[src/rtl/key_debounce_pulse.sv]
// Push-button conditioner: 2-FF synchronizer, debounce FSM, press/release strobes
// and a wrapping press counter, all synchronous to Clk_50.
module key_debounce_pulse #(
    parameter int unsigned DEBOUNCE_CYCLES = 1000000,
    parameter int unsigned CNT_W           = 20,
    parameter bit          KEY_ACTIVE_LOW  = 1'b1,
    parameter int unsigned PRESS_CNT_W     = 8
) (
    input  logic                   Clk_50,
    input  logic                   Reset,
    input  logic                   Key_Raw,
    output logic                   Key_Level,
    output logic                   Key_Press,
    output logic                   Key_Release,
    output logic [PRESS_CNT_W-1:0] Press_Count
);

    localparam logic             IdleRaw = KEY_ACTIVE_LOW;
    localparam logic [CNT_W-1:0] CntLast = CNT_W'(DEBOUNCE_CYCLES - 1);
    localparam logic [CNT_W-1:0] CntOne  = CNT_W'(1);
    localparam logic [PRESS_CNT_W-1:0] PressOne = PRESS_CNT_W'(1);

    typedef enum logic [1:0] {
        StReleased,
        StPressChk,
        StPressed,
        StReleaseChk
    } state_e;

    state_e                 state_q, state_d;
    logic [CNT_W-1:0]       cnt_q, cnt_d;
    logic                   sync1_q, sync2_q;
    logic                   level_q, level_d;
    logic                   press_q, press_d;
    logic                   release_q, release_d;
    logic [PRESS_CNT_W-1:0] count_q, count_d;
    logic                   key_s;

    // Normalise polarity so key_s = 1 always means "pressed".
    assign key_s = KEY_ACTIVE_LOW ? ~sync2_q : sync2_q;

    always_ff @(posedge Clk_50) begin
        if (Reset) begin
            sync1_q   <= IdleRaw;
            sync2_q   <= IdleRaw;
            state_q   <= StReleased;
            cnt_q     <= '0;
            level_q   <= 1'b0;
            press_q   <= 1'b0;
            release_q <= 1'b0;
            count_q   <= '0;
        end else begin
            sync1_q   <= Key_Raw;
            sync2_q   <= sync1_q;
            state_q   <= state_d;
            cnt_q     <= cnt_d;
            level_q   <= level_d;
            press_q   <= press_d;
            release_q <= release_d;
            count_q   <= count_d;
        end
    end

    // Bounce is tested before terminal count, so a glitch on the last cycle aborts the edge.
    always_comb begin
        state_d   = state_q;
        cnt_d     = cnt_q;
        level_d   = level_q;
        press_d   = 1'b0;
        release_d = 1'b0;
        count_d   = count_q;
        case (state_q)
            StReleased: begin
                if (key_s) begin
                    state_d = StPressChk;
                    cnt_d   = '0;
                end
            end
            StPressChk: begin
                if (!key_s) begin
                    state_d = StReleased;
                end else if (cnt_q == CntLast) begin
                    state_d = StPressed;
                    press_d = 1'b1;
                    level_d = 1'b1;
                    count_d = count_q + PressOne;
                end else begin
                    cnt_d = cnt_q + CntOne;
                end
            end
            StPressed: begin
                if (!key_s) begin
                    state_d = StReleaseChk;
                    cnt_d   = '0;
                end
            end
            StReleaseChk: begin
                if (key_s) begin
                    state_d = StPressed;
                end else if (cnt_q == CntLast) begin
                    state_d   = StReleased;
                    release_d = 1'b1;
                    level_d   = 1'b0;
                end else begin
                    cnt_d = cnt_q + CntOne;
                end
            end
            default: state_d = StReleased;
        endcase
    end

    assign Key_Level   = level_q;
    assign Key_Press   = press_q;
    assign Key_Release = release_q;
    assign Press_Count = count_q;

endmodule
[config.mk]
export PLATFORM = sky130hd
export DESIGN_NAME = key_debounce_pulse
export DESIGN_NICKNAME = d
export VERILOG_FILES = /design/src/rtl/key_debounce_pulse.sv
export SDC_FILE = /design/constraint.sdc
export NUM_CORES = 1
export LEC_CHECK = 0
export CORE_UTILIZATION = 40
export CTS_BUF_LIST = sky130_fd_sc_hd__clkbuf_4 sky130_fd_sc_hd__clkbuf_8 sky130_fd_sc_hd__clkbuf_16
export DETAILED_ROUTE_END_ITERATION = 7
export PLACE_DENSITY_LB_ADDON = 0.2
export SLEW_MARGIN = 20
export SYNTH_ARGS = -nofsm -noshare
export SYNTH_HDL_FRONTEND = slang
export SYNTH_SLANG_ARGS = --single-unit
export TNS_END_PERCENT = 100
[constraint.sdc]
create_clock -name Clk_50 -period 3.1 [get_ports Clk_50]
set_input_delay 0.62 -clock Clk_50 [delete_from_list [all_inputs] [get_ports Clk_50]]
set_output_delay 0.62 -clock Clk_50 [all_outputs]
set_load 0.01 [all_outputs]
* Yosys cells after proc, flatten, opt, wreduce, memory -nomap -nowiden
Cells that the tools add are included.
Operators by class: multiplexer cells 19, reduce and logical (&&, ||, !) cells 8, equality and inequality tests 12, add/subtract/negate cells 2, magnitude comparators 0, multipliers 0, shift operators 0, bitwise gates (word level) 3, divide/modulo/power cells 0
Operators by type and width (number):
- $mux W20 | 5
- $pmux W20 S4 | 1
- $add A20 B1 Y20 const B | 1
- $eq A20 B20 Y1 const B | 1
- $mux W2 | 6
- $ne A2 B2 Y1 const B | 6
- $add A8 B1 Y8 const B | 1
- $pmux W2 S4 | 1
- $reduce_and A4 Y1 | 2
- $ne A3 B3 Y1 const B | 2
- $reduce_or A3 Y1 | 2
- $mux W1 | 5
- $reduce_and A5 Y1 | 1
- $eq A2 B2 Y1 const B | 2
- $not A1 Y1 | 3
- $reduce_and A3 Y1 | 1
- $eq A2 B1 Y1 const B | 1
- $logic_not A2 Y1 | 1
- $pmux W1 S2 | 1
- $reduce_bool A2 Y1 | 1
Word-level totals: RAM bits 0, latch bits 0, memory bits (read-only) 0, flip-flop bits (word level) 35, output and inout bits 11, memories 0

* Depth between registers and ports, before layout
depth in word-level cells 4, mapped depth 8, mapped depth without buffers 6

* Worst setup path before layout
No wires, ideal clock.
kind register to register, from register cnt_q[0], to register count_q[1], in the netlist Press_Count[1], data arrival time 1728 ps, slack 1245 ps, buffers on the path 0, cell stages (with the launch flop) 7, data required time 2972 ps, setup time 128 ps, path through dfxtp_1 ha_1 nand3_1 nor4_1 and2_1 mux2i_1 nor2_1
Between the ends: word-level cells in the longest chain between the ends 2
Ends and longest elaborated chain:
- from (decl) | line 31 | logic [CNT_W-1:0] cnt_q, cnt_d;
- from (signal assigned) | line 56 | cnt_q <= cnt_d;
- $eq A20 B20 Y1 | line 82 | end else if (cnt_q == CntLast) begin
- $reduce_and A3 Y1 (no line)
- to (signal assigned) | line 60 | count_q <= count_d;
- to (decl) | line 36 | logic [PRESS_CNT_W-1:0] count_q, count_d;
Every way passes these cells. A chain may end at the register's enable or synchronous reset.

==> out/results.tsv <==
stage	metric	value	unit
setup_path	crit_slowest_cell	or4_1	
clocking	clock_path_buffers	2	
sta	setup_tns	0	ns
cells_and_area	n_antenna_cell	0	
clocking	hold_buffers	0	
routing	drt_iter0_drc	57	
global_route	grtUsageTotal	18.5	%
routing	route.met2.wl	1710	µm
clocking	path_clk_slew	0.07	ns
place	dp_hpwl	2470	µm
sta	timing.final.crit_share	71.4	%
setup_path	rr_endpoint	cnt_q[19]	
clocking	cts-resized-gates	0	
global_route	grt_overflow	0	
global_route	grt_pass1_vias	1304	
global_route	antenna_found_initial	0	
run	maxCapViolCount	0	
worst_hold_path	hp-class	flip-flop to flip-flop	
clocking	cts_made_buffers	5	
power_and_ir_drop	power-per-cell-area	423	mW/mm²
sta	relSlewSlack	55.4	%
sta	fin_crit	2.21	ns
die	die_y	66.9	µm
setup_path	critPathBufInv	0	
routing	m1WireLength	1620	µm
die	coreArea	0.00403	mm²
global_route	grt_pass1_wl	6020	µm
worst_hold_path	min_to	sync2_q	
die	start_util	41.9	%
yosys	syn_inst	194	
clocking	cts_tree	built	
sta	rsz0062_at_grt	false	
power_and_ir_drop	ir_drop	261	µV
clocking	post-cts-setup-buffers	0	
sta	hold_viol	0	
cells_and_area	drive_gt1_share	8.25	%
clocking	clock_latency	0.28	ns
worst_hold_path	hold_start	sync1_q	
setup_path	cp-end-kind	flip-flop	
yosys	synth_edf_count	0	
sta	finalClockSkew	0.00389	ns
cells_and_area	stdcell_count	256	
place	gp_congestion	0.809	
routing	routed.top_layer	met4	
yosys	avgSynthCellArea	8.69	µm²
setup_path	critical_path.top_delay_family	simple AND/OR/NAND/NOR gates	
setup_path	path_cells	xnor2_1, nand2_1, a211o_1, or4_1, a21oi_1	
place	placed_cells	248	
cells_and_area	layout_common_cells	dfxtp_1, nor2_1, clkdlybuf4s50_1	
setup_path	crit_type	flip-flop to flip-flop	
cells_and_area	final_common_cell	dfxtp_1	
worst_hold_path	min_delay_path_depth	1	
cells_and_area	syn_to_final_growth	14.5	%
routing	final_antenna_net_count	0	
yosys	synth.distinct_cells	36	
sta	finalSetupViolCount	0	
yosys	ys_seq_elements	35	
sta	tightest_slew	0.669	ns
yosys	synth.area.mux_share	1.19	%
sta	timing.hold.ws	0.420	ns
yosys	synthAdderAreaFrac	1.48	%
routing	wl_met3	255	µm
setup_path	worst_setup_path_start_kind	flip-flop	
yosys	syn_nets	199	
yosys	yosysWarnings	0	
die	dieArea	0.00448	mm²
yosys	synth_top_family_by_area	simple AND/OR/NAND/NOR gates	
die	io_pins	14	
setup_path	r2r_cells	5	
routing	drc	0	
yosys	synth-main-ff-cell	dfxtp_1	
yosys	yosys.area_share.simple	30.9	%
clocking	cts-root-buf	clkbuf_8	
yosys	ys_seq_area_share	41.5	%
routing	vias	1482	
clocking	htreeDepth	2	
place	numPortBuffers	13	
yosys	synth.cell_area	0.00169	mm²
sta	finalMaxSlewViolations	0	
routing	vias_per_cell	5.79	
cells_and_area	fillCellCount	402	
setup_path	max_stage_delay	0.54	ns
routing	firstDrtPassIters	4	
global_route	grt_max_degree	21	
die	rows	23	
setup_path	arrival	2.42	ns
yosys	ys_async_sr_fraction	0	%
routing	wl_per_cell	14.3	µm
run_status	status	complete, no violations	
yosys	synthXorXnorAreaFrac	8.31	%
cells_and_area	fin_nets	210	
setup_path	rrSetupSlack	0.89	ns
setup_path	cp_max_fo	14	
power_and_ir_drop	power.leakage	0.615	nW
setup_path	crit_required	3.31	ns
sta	fmax	452	MHz
die	die_width	66.9	µm
routing	drt-total-wl	3660	µm
clocking	clkSinkCount	35	
yosys	synth-compound-area-share	12.6	%
-- worst reg2reg max path: stages (launching register included) --
cell and delay, ns:
dfxtp_1 0.39, xnor2_1 0.41, nand2_1 0.17, a211o_1 0.47
or4_1 0.54, a21oi_1 0.16
-- metrics by stage --
step	power, mW	setup slack (ns)	utilization, %	instance area [µm²]
2_1_floorplan	0.485	1.24	-	1690
3_3_place_gp	0.496	0.879	45.7	1840
4_1_cts	0.831	0.925	47.9	1930
5_1_grt	0.848	0.793	48.0	1930
6_report	0.817	0.888	48.0	1930
3_5_place_dp	0.497	0.788	45.7	1840
-- cell type report --
type | instances | area [µm²] | share of cell area (%)
multi-input combinational | 145 | 923 | 47.8
inverter | 3 | 11.3 | 0.583
clock buffer | 7 | 83.8 | 4.34
sequential | 35 | 701 | 36.3
timing repair buffer | 15 | 145 | 7.51
tap | 50 | 62.6 | 3.24
clock inverter | 1 | 5.00 | 0.259
-- synth_stat cells (2+ instances only) --
library cell	number	area (µm²)
a211oi_1	2	15.0
a21oi_1	11	55.1
a22oi_1	3	22.5
a31oi_1	2	12.5
and2_1	2	12.5
and3_1	5	31.3
and4_1	5	43.8
buf_2	5	25.0
clkbuf_1	5	18.8
dfxtp_1	35	701
ha_1	2	25.0
inv_1	3	11.3
mux2i_1	2	20.0
nand2_1	11	41.3
nand3_1	12	60.1
nand4_1	7	43.8
nor2_1	25	93.8
nor3_1	2	10.0
nor4_1	3	18.8
nor4b_2	2	30.0
o21ai_0	4	20.0
o21ai_1	5	25.0
o31ai_1	6	45.0
or2_2	2	12.5
or3_1	4	25.0
or4_1	5	37.5
xnor2_1	9	78.8
xor2_1	7	61.3
-- sequential cells by signal (all words and copies together) (netlist names), named ones only --
register,flops
Key_Level,1
Key_Press,1
Key_Release,1
Press_Count,8
cnt_q,20
state_q,1
sync1_q,1
sync2_q,1
-- power by group --
group | internal (mW) | switching, mW | leakage (nW)
logic | 0.0121 | 0.0161 | 0.284
registers | 0.454 | 0.00476 | 0.283
clock network | 0.175 | 0.155 | 0.0491
total | 0.641 | 0.176 | 0.615
-- cell families (layout without fill, tap and decap cells) --
group           Yosys count  after routing
flops                    35             35
xor+xnor                 16             16
compound gates           35             35
buf+inv                  14             26
fa+ha+maj                 2              2
simple gates             90             90
mux                       2              2
-- worst max path at each step --
stage,start,end,slack [ns],cells past startpoint
after floorplan,cnt_q[0],Press_Count[1],1.24,6
after global placement,Reset,cnt_q[10],0.88,5
after detailed placement,Reset,cnt_q[15],0.79,5
after CTS,flip-flop,cnt_q[19],0.92,5
after global routing,flip-flop,cnt_q[19],0.79,5
final,flip-flop,cnt_q[19],0.89,5
-- routing by layer --
metal | global-route usage [%] | vias up
met5 | 0 | -
met4 | 8.78 | 0
met3 | 5.99 | 6
met2 | 30.6 | 53
met1 | 21.3 | 693
li1 | - | 730
Note: power is estimated with default switching activity, not from simulation.
